File: src/rtl/sr_excite_driver_if.sv
// rtl/sr_excite_driver_if.sv - word handshake and SR flip-flop excitation bundle
interface sr_excite_driver_if #(
  parameter int WIDTH = 8
);
  logic             in_valid;
  logic [WIDTH-1:0] in_data;
  logic             in_ready;
  logic             q_fb;
  logic             S;
  logic             R;
  logic             busy;
  logic             done;
  logic             mismatch;
  logic [7:0]       err_count;

  modport master (
    output in_valid, in_data, q_fb,
    input  in_ready, S, R, busy, done, mismatch, err_count
  );

  modport slave (
    input  in_valid, in_data, q_fb,
    output in_ready, S, R, busy, done, mismatch, err_count
  );
endinterface

File: src/rtl/sr_excite_driver.sv
// rtl/sr_excite_driver.sv - drives an external SR flip-flop through a target bit sequence
// and checks its q feedback after every bit.
module sr_excite_driver #(
  parameter int WIDTH = 8
) (
  input  logic                clk,
  input  logic                rst,
  sr_excite_driver_if.slave   bus
);

  localparam int IW = (WIDTH > 1) ? $clog2(WIDTH) : 1;

  typedef enum logic [2:0] {INIT, IDLE, DRIVE, CHECK, DONE} state_t;

  state_t           state, state_n;
  logic             armed, armed_n;
  logic [WIDTH-1:0] word, word_n;
  logic [IW-1:0]    idx, idx_n;
  logic             m, m_n;
  logic             s_q, r_q, ready_q, busy_q, done_q, mis_q;
  logic             s_n, r_n, ready_n, busy_n, done_n, mis_n;
  logic [7:0]       err_q, err_n;
  logic [IW-1:0]    idx_inc;

  // S sets, R clears, both low holds; the two are never high together.
  function automatic logic [1:0] excite(input logic cur, input logic tgt);
    return {~cur & tgt, cur & ~tgt};
  endfunction

  assign idx_inc = idx + IW'(1);

  always_comb begin
    state_n = state;
    armed_n = armed;
    word_n  = word;
    idx_n   = idx;
    m_n     = m;
    mis_n   = mis_q;
    err_n   = err_q;
    s_n     = 1'b0;
    r_n     = 1'b0;
    ready_n = 1'b0;
    busy_n  = 1'b0;
    done_n  = 1'b0;

    // Registered outputs are computed for the state being entered so they line up with it.
    case (state)
      INIT: begin
        if (!armed) begin
          armed_n = 1'b1;
          r_n     = 1'b1;
          m_n     = 1'b0;
        end else begin
          state_n = IDLE;
          ready_n = 1'b1;
        end
      end
      IDLE: begin
        if (bus.in_valid && ready_q) begin
          word_n     = bus.in_data;
          idx_n      = '0;
          mis_n      = 1'b0;
          state_n    = DRIVE;
          busy_n     = 1'b1;
          {s_n, r_n} = excite(m, bus.in_data[0]);
          m_n        = bus.in_data[0];
        end else begin
          ready_n = 1'b1;
        end
      end
      DRIVE: begin
        state_n = CHECK;
        busy_n  = 1'b1;
      end
      CHECK: begin
        busy_n = 1'b1;
        if (bus.q_fb != m) begin
          mis_n = 1'b1;
          if (err_q != 8'hFF) err_n = err_q + 8'd1;
        end
        if (idx != IW'(WIDTH - 1)) begin
          idx_n      = idx_inc;
          state_n    = DRIVE;
          {s_n, r_n} = excite(m, word[idx_inc]);
          m_n        = word[idx_inc];
        end else begin
          state_n = DONE;
          done_n  = 1'b1;
        end
      end
      DONE: begin
        state_n = IDLE;
        ready_n = 1'b1;
      end
      default: begin
        state_n = INIT;
        armed_n = 1'b0;
      end
    endcase
  end

  always_ff @(posedge clk or posedge rst) begin
    if (rst) begin
      state   <= INIT;
      armed   <= 1'b0;
      word    <= '0;
      idx     <= '0;
      m       <= 1'b0;
      s_q     <= 1'b0;
      r_q     <= 1'b0;
      ready_q <= 1'b0;
      busy_q  <= 1'b0;
      done_q  <= 1'b0;
      mis_q   <= 1'b0;
      err_q   <= 8'd0;
    end else begin
      state   <= state_n;
      armed   <= armed_n;
      word    <= word_n;
      idx     <= idx_n;
      m       <= m_n;
      s_q     <= s_n;
      r_q     <= r_n;
      ready_q <= ready_n;
      busy_q  <= busy_n;
      done_q  <= done_n;
      mis_q   <= mis_n;
      err_q   <= err_n;
    end
  end

  assign bus.S         = s_q;
  assign bus.R         = r_q;
  assign bus.in_ready  = ready_q;
  assign bus.busy      = busy_q;
  assign bus.done      = done_q;
  assign bus.mismatch  = mis_q;
  assign bus.err_count = err_q;

endmodule
File: src/flat_wrapper.sv
// flat-port wrapper written by rule: the top's interface ports become plain ports
module sr_excite_driver_flat 
#(
  parameter int WIDTH = 8
)
  (clk, rst, bus_in_valid, bus_in_data, bus_q_fb, bus_in_ready, bus_S, bus_R, bus_busy, bus_done, bus_mismatch, bus_err_count);
  sr_excite_driver_if #(.WIDTH(WIDTH)) bus_i ();
  input  logic clk;
  input  logic rst;
  input wire logic [$bits(bus_i.in_valid)-1:0] bus_in_valid;
  input wire logic [$bits(bus_i.in_data)-1:0] bus_in_data;
  input wire logic [$bits(bus_i.q_fb)-1:0] bus_q_fb;
  output wire logic [$bits(bus_i.in_ready)-1:0] bus_in_ready;
  output wire logic [$bits(bus_i.S)-1:0] bus_S;
  output wire logic [$bits(bus_i.R)-1:0] bus_R;
  output wire logic [$bits(bus_i.busy)-1:0] bus_busy;
  output wire logic [$bits(bus_i.done)-1:0] bus_done;
  output wire logic [$bits(bus_i.mismatch)-1:0] bus_mismatch;
  output wire logic [$bits(bus_i.err_count)-1:0] bus_err_count;
  assign bus_i.in_valid = bus_in_valid;
  assign bus_i.in_data = bus_in_data;
  assign bus_i.q_fb = bus_q_fb;
  assign bus_in_ready = bus_i.in_ready;
  assign bus_S = bus_i.S;
  assign bus_R = bus_i.R;
  assign bus_busy = bus_i.busy;
  assign bus_done = bus_i.done;
  assign bus_mismatch = bus_i.mismatch;
  assign bus_err_count = bus_i.err_count;
  sr_excite_driver #(.WIDTH(WIDTH)) u_core (.clk(clk), .rst(rst), .bus(bus_i));
endmodule
File: config.mk
export PLATFORM = sky130hd
export DESIGN_NAME = sr_excite_driver_flat
export DESIGN_NICKNAME = d
export VERILOG_FILES = /design/src/rtl/sr_excite_driver_if.sv /design/src/rtl/sr_excite_driver.sv /design/src/flat_wrapper.sv
export SDC_FILE = /design/constraint.sdc
export NUM_CORES = 1
export LEC_CHECK = 0
export ABC_AREA = 0
export BUFFER_PORTS_ARGS = -buffer_cell sky130_fd_sc_hd__buf_4
export CORE_ASPECT_RATIO = 0.8
export CORE_MARGIN = 10
export CORE_UTILIZATION = 47
export DETAILED_ROUTE_END_ITERATION = 8
export PLACE_DENSITY = 0.73
export SYNTH_ARGS = -nofsm -noshare
export SYNTH_HDL_FRONTEND = slang
export SYNTH_SLANG_ARGS = --single-unit
File: constraint.sdc
create_clock -name clk -period 2.3 [get_ports clk]
set_input_delay 0.23 -clock clk [delete_from_list [all_inputs] [get_ports clk]]
set_output_delay 0.23 -clock clk [all_outputs]
set_load 0.005 [all_outputs]
Word-level counts from Yosys, hierarchy flattened

Index checks and enable logic that the tools add are counted.

Input bits: 12
Flip-flop bits (word level): 30

Mux-type cells: 31
Magnitude comparators: 1
Bitwise logic cells: 7
Add/sub/neg operators: 2
Equal/unequal tests: 12
Reductions and logical operators: 12

Operators with widths:

| operator            | count |
|---|---|
| $mux 1              | 16 |
| $mux 3              | 5 |
| $pmux 3 s5          | 1 |
| $pmux 1 s3          | 3 |
| $reduce_and 3->1    | 3 |
| $add 8x1->8 const B | 1 |
| $ne 2x1->1 const B  | 4 |
| $ne 8x8->1 const B  | 1 |
| $pmux 1 s2          | 4 |
| $eq 3x2->1 const B  | 2 |
| $pmux 3 s2          | 1 |
| $and 1x1->1         | 4 |
| $lt 3x4->1 const B  | 1 |
| $reduce_and 2->1    | 2 |
| $reduce_and 4->1    | 1 |
| $reduce_or 4->1     | 1 |
| $add 3x1->3 const B | 1 |
| $bmux 1 s3          | 1 |
| $eq 3x1->1 const B  | 1 |
| $eq 3x3->1 const B  | 1 |
| $logic_not 3->1     | 1 |
| $ne 3x3->1 const B  | 1 |
| $not 1->1           | 3 |
| $reduce_bool 3->1   | 1 |
| 5 further kinds     | 5 |

Depth between registers and ports, before layout

Depth after elaboration: 7
Depth in mapped cells: 7
Mapped depth without buffers: 6

Least setup slack after synthesis

Ideal clock, no wire load.

Path type: register to register
From: register u_core.idx[0]
To: register u_core.s_q, in the netlist u_core.bus.S
Arrival time: 1899 ps
Cell stages (with the launch flop): 8
Setup slack: 315 ps
Library setup time: 86 ps
Required time: 2214 ps
Cells stage by stage: dfrtp_1 ha_1 ha_1 buf_4 nand2b_4 and3_1 or4_4 nor3_1

Word-level cells in the longest chain between the ends: 6
Elaborated cells between the ends (all ways): 7
Those cells by class: add/sub (1); eq/ne (1); mux (4); bitwise (1)

RTL lines:

| what                         | RTL line                | RTL |
|---|---|---|
| start, declared              | sr_excite_driver.sv:18  | `logic [IW-1:0] idx, idx_n;` |
| start signal, assigned       | sr_excite_driver.sv:120 | `idx <= idx_n;` |
| $add 3x1->3                  | sr_excite_driver.sv:30  | `assign idx_inc = idx + IW'(1);` |
| $bmux 1 s3                   | sr_excite_driver.sv:84  | `{s_n, r_n} = excite(m, word[idx_inc]);` |
| $mux 1 (not written as such) | sr_excite_driver.sv:84  |  |
| $and 1x1->1                  | sr_excite_driver.sv:27  | `return {~cur & tgt, cur & ~tgt};` |
| $mux 1 *                     | sr_excite_driver.sv:81  | `if (idx != IW'(WIDTH - 1)) begin` |
| $pmux 1 s2 *                 | sr_excite_driver.sv:47  | `case (state)` |
| net u_core.s_n               | sr_excite_driver.sv:21  | `logic s_n, r_n, ready_n, busy_n, done_n, mis_n;` |
| end signal, assigned         | sr_excite_driver.sv:122 | `s_q <= s_n;` |
| end, declared                | sr_excite_driver.sv:20  | `logic s_q, r_q, ready_q, busy_q, done_q, mis_q;` |

The timed path passes the listed nets; every way through them passes the cells marked *. The select of a mux whose other input is x is not followed.
A chain may end at the register's enable or synchronous reset.

Final worst setup path

Ends and elaborated chain as after synthesis.

==> results.md <==
- The run finished with clean final reports.
- The destination of the worst register-to-register timing path is u_core.bus.S$_DFF_PP0_.
- The total instance count after detailed placement is 199.
- The share of post-route cells with drive strength above 1 is approximately 26%.
- The half-perimeter wire length of the detailed placement result is between 2 and 2.5 mm.
- The share of total power dissipated in the clock network is a little under a fifth.
- The unique cell type count in the Yosys netlist is 40.
- Combinational logic burns 39.0% of the power.
- The pin count of the biggest net entering global routing is 31.
- The path class of the tightest hold or removal check is in -> async.
- The clock root buffer is sky130_fd_sc_hd__clkbuf_8.
- Across the run, the number of max-cap violations was 0.
- The commonest cells after synthesis are 34 x sky130_fd_sc_hd__nand2_1, 30 x sky130_fd_sc_hd__dfrtp_1, 6 x sky130_fd_sc_hd__nor2_1, 6 x sky130_fd_sc_hd__xor2_1.
- The critical path start-end classification is reg -> reg.
- Post-CTS timing repair inserted 0 buffers for setup.
- The power density over the cells is 1270 nW/um^2.
- STA puts the critical path data required time at 2.49 ns.
- The number of antenna diodes is 0.
- The global placement routability congestion is between 0.8 and 0.9.
- The DRC marker count from the first detailed-route iteration is 69.
- The power spent charging and discharging nets is a little under 0.8 mW.
- The mean instance size in the synthesized netlist is 10.3 um^2.
- The number of clock sinks seen by CTS is 30.
- In this run, synthesis produced a sequential element count of 30.
- For this design the top-level I/O count stands at 26.
- Dividing the detail-routed via count by the number of cells gives around 5.2.
- The post-detailed-route wirelength per cell is 14.8 um.
- After clock tree synthesis, the flow added hold-fix buffers numbering 0.
- The total of warnings raised by yosys is 0.
- The kind of end point of the critical path is a flip-flop.
- The signal on the critical path passes through ha_1, ha_1, nand2b_4, and3_1, or4_4, nor3_1.
- The total count of hold-check failures in the final report is 0.
- The smallest clock period supported by the final layout is computed as 2.13 ns.
- The net count of the finished layout is 183.
- The first global-routing pass estimated 5.29 mm of wire.
- The number of port buffers is 25.
- The design internal power is 1.42 mW.
- The number of buffers on the longest clock path is 2.
- The overall die height is 69.7 um.
- VDD sags by at most 0.000488 V.
- The clock-pin slew of the registers on the worst-case setup and hold paths is 0.06 ns.
- The relative area change from synthesis to final layout is 20.5%.
- The post-synthesis cell area is 1450 um^2.
- The worst register-to-register path has a depth of 6.
- The async set-reset flop share out of synthesis is 100%.
- The library cell with the highest instance count after synthesis is sky130_fd_sc_hd__nand2_1.
- In this run the register-to-register setup slack is 0.17 ns.
- The sequential fraction of the synthesis area is 51.8%.
- The number of clock buffers inserted by TritonCTS is 5.
- Registers are responsible for around 42% of the overall power.
- Setup repair after global routing left no endpoint under its margin.
- The cell that appears most often on the critical path is sky130_fd_sc_hd__ha_1.
- The final setup skew is roughly 0.0046 ns.
- TritonCTS built the clock tree.
- The worst pin sits at a relative slew slack of 67.4%.
- The count of nets left with antenna violations once routing finished came out at 0.
- The total overflow left after global routing is 0.
- The biggest area contributor in the post-synthesis netlist is sky130_fd_sc_hd__dfrtp_1.
- By area the synthesized netlist is led by sky130_fd_sc_hd__dfrtp_1 52%, sky130_fd_sc_hd__nand2_1 8.8%, sky130_fd_sc_hd__xor2_1 3.6%.
- The count of cells in the finished layout, fillers not included, comes to about 210.
- The count of flip-flops with a built-in enable after synthesis is 0.
- When the netlist entered floorplanning its net count stood at 155.
- The synthesized design devotes to its leading area cell type 51.8% of total area.
- The starting utilization of the core area is 50.8%.
- The via count of the first global-routing pass is 1,096.
- The number of H-tree levels is 2.
- Synthesis produced a netlist whose cell count is 140.
- The final count of negative-setup-slack endpoints is 0.
- The total via count in the routed design is 1,062.
- The area enclosed by the die boundary is 5720 um^2.
- For this run, the slowest stage of the critical path takes 0.49 ns.
- For the worst-skew pair, the clock arrives at the later sink with an insertion delay of 0.29 ns.
- The pin slew with the least headroom to its limit is 0.487 ns.
- Global routing used 12.0% of the available tracks.
- Data on the critical path arrives at its endpoint at 2.32 ns.
- The cell with the biggest individual delay on the critical path is sky130_fd_sc_hd__or4_4.
- The worst setup path is launched from a flip-flop.
- In this run the critical register-to-register path is launched from u_core.idx[0]$_DFFE_PP0P_.
- The initial antenna violation count is 0.
- In this run the worst path has a maximum fanout of 10.
- In this run switching power makes up 35.8% of total power.
- Static timing analysis puts the maximum clock frequency at 0.469 GHz.
- In the finished design, the share of the clock period the worst path needs comes to 92.7%.
- The total length of routed wires is between 3 and 4 mm.
- The number of pins exceeding their max-slew limit in the final report is 0.
- The first-pass iteration count of the detailed router is 4.
- For this run, the leading register cell type out of synthesis is sky130_fd_sc_hd__dfrtp_1.
- The number of placement rows is 17.
- The number of gates resized after CTS is 0.
- The floorplan step set the die width to between 80 and 90 um.
- The core region is 2850 um^2.
- In the routed design, unresolved DRC markers number 0.
- The analysis attributes to cell leakage a power of 0.872 nW.
- For the final routed database, the setup TNS stands at 0 ns.
==> power by group through the flow <==
stage	combinational, mW	sequential (mW)	clock (mW)
finish	0.864	0.939	0.410
global route	0.983	0.975	0.443
floorplan	0.644	0.873	0
global placement	0.836	0.939	0
detailed placement	0.867	0.945	0
CTS	0.874	0.940	0.420
==> cell type report <==
type                            instances  area, um^2
Fill cell                             251        1100
Sequential cell                        30         751
Multi-Input combinational cell        100         647
Timing Repair Buffer                   27         203
Clock buffer                            6        82.6
Tap cell                               38        47.5
Inverter                                4        15.0
==> worst max-delay path by stage <==
stage	start	end	slack, ns	cells past startpoint
3_3_place_gp	u_core.idx[0]$_DFFE_PP0P_	u_core.bus.S$_DFF_PP0_	0.28	6
4_1_cts	u_core.idx[0]$_DFFE_PP0P_	u_core.bus.S$_DFF_PP0_	0.17	6
3_5_place_dp	u_core.idx[0]$_DFFE_PP0P_	u_core.bus.S$_DFF_PP0_	0.18	6
6_report	u_core.idx[0]$_DFFE_PP0P_	u_core.bus.S$_DFF_PP0_	0.17	6
2_1_floorplan	u_core.idx[0]$_DFFE_PP0P_	u_core.bus.S$_DFF_PP0_	0.32	7
5_1_grt	u_core.idx[0]$_DFFE_PP0P_	u_core.m$_DFFE_PP0P_	0.05	5
==> logic make-up after synthesis <==
kind of cell / share of synthesized area [%]
AND/OR/NAND/NOR: 20.6
flip-flops: 51.8
AO/OA/AOI/OAI: 11.0
buffers and inverters: 3.54
XOR/XNOR: 3.63
multiplexers: 6.13
adder cells (fa/ha/maj): 3.28
==> critical path, delay by kind of cell, from the launching register on <==
family / cells / cell delay, ns
and+or+nand+nor: 4 / 1.08
adders and majority gates: 2 / 0.51
DFF: 1 / 0.45
==> metal layers <==
metal / track usage [%] / wire length, um / up-vias
met4: 6.18 / 67 / 0
met3: 5.17 / 222 / 8
li1: - / - / 540
met5: 0 / 0 / -
met1: 14.0 / 1350 / 490
met2: 17.9 / 1400 / 24
==> sequential cells by signal, indices dropped and copies added (netlist names) <==
register	count
u_core.m	1
u_core.bus.in_ready	1
u_core.state	3
u_core.bus.err_count	8
u_core.bus.busy	1
u_core.bus.mismatch	1
u_core.bus.S	1
u_core.bus.R	1
u_core.idx	3
u_core.bus.done	1
u_core.word	8
u_core.armed	1
==> placed cells by master (no fill, tap or decap), types with 2 or more instances in the layout <==
cell type	count
sky130_fd_sc_hd__nand3_1	2
sky130_fd_sc_hd__nand2_1	34
sky130_fd_sc_hd__ha_1	3
sky130_fd_sc_hd__and3_1	4
sky130_fd_sc_hd__nor3_1	4
sky130_fd_sc_hd__mux2_2	3
sky130_fd_sc_hd__a21oi_1	5
sky130_fd_sc_hd__buf_4	27
sky130_fd_sc_hd__mux4_2	2
sky130_fd_sc_hd__o21ai_0	5
sky130_fd_sc_hd__nor2_1	6
sky130_fd_sc_hd__nand2b_1	2
sky130_fd_sc_hd__clkbuf_8	6
sky130_fd_sc_hd__a22o_1	3
sky130_fd_sc_hd__xor2_1	6
sky130_fd_sc_hd__dfrtp_1	30
sky130_fd_sc_hd__inv_1	4
==> through the flow <==
| stage | hold WS, ns | power, mW | worst slack, ns | cell area (um^2) | utilization [%] |
|---|---|---|---|---|---|
| final | 0.0136 | 2.21 | 0.168 | 1750 | 61.2 |
| after global routing | 0.0640 | 2.40 | 0.0520 | 1750 | 61.2 |
| after CTS | 0.0317 | 2.23 | 0.171 | 1750 | 61.2 |
| after detailed placement | 0.341 | 1.81 | 0.182 | 1660 | 58.3 |
| after global placement | 0.326 | 1.77 | 0.278 | 1660 | 58.3 |
| after floorplan | 0.321 | 1.52 | 0.315 | 1450 | - |
No activity file was read; power rests on OpenSTA's default activity.
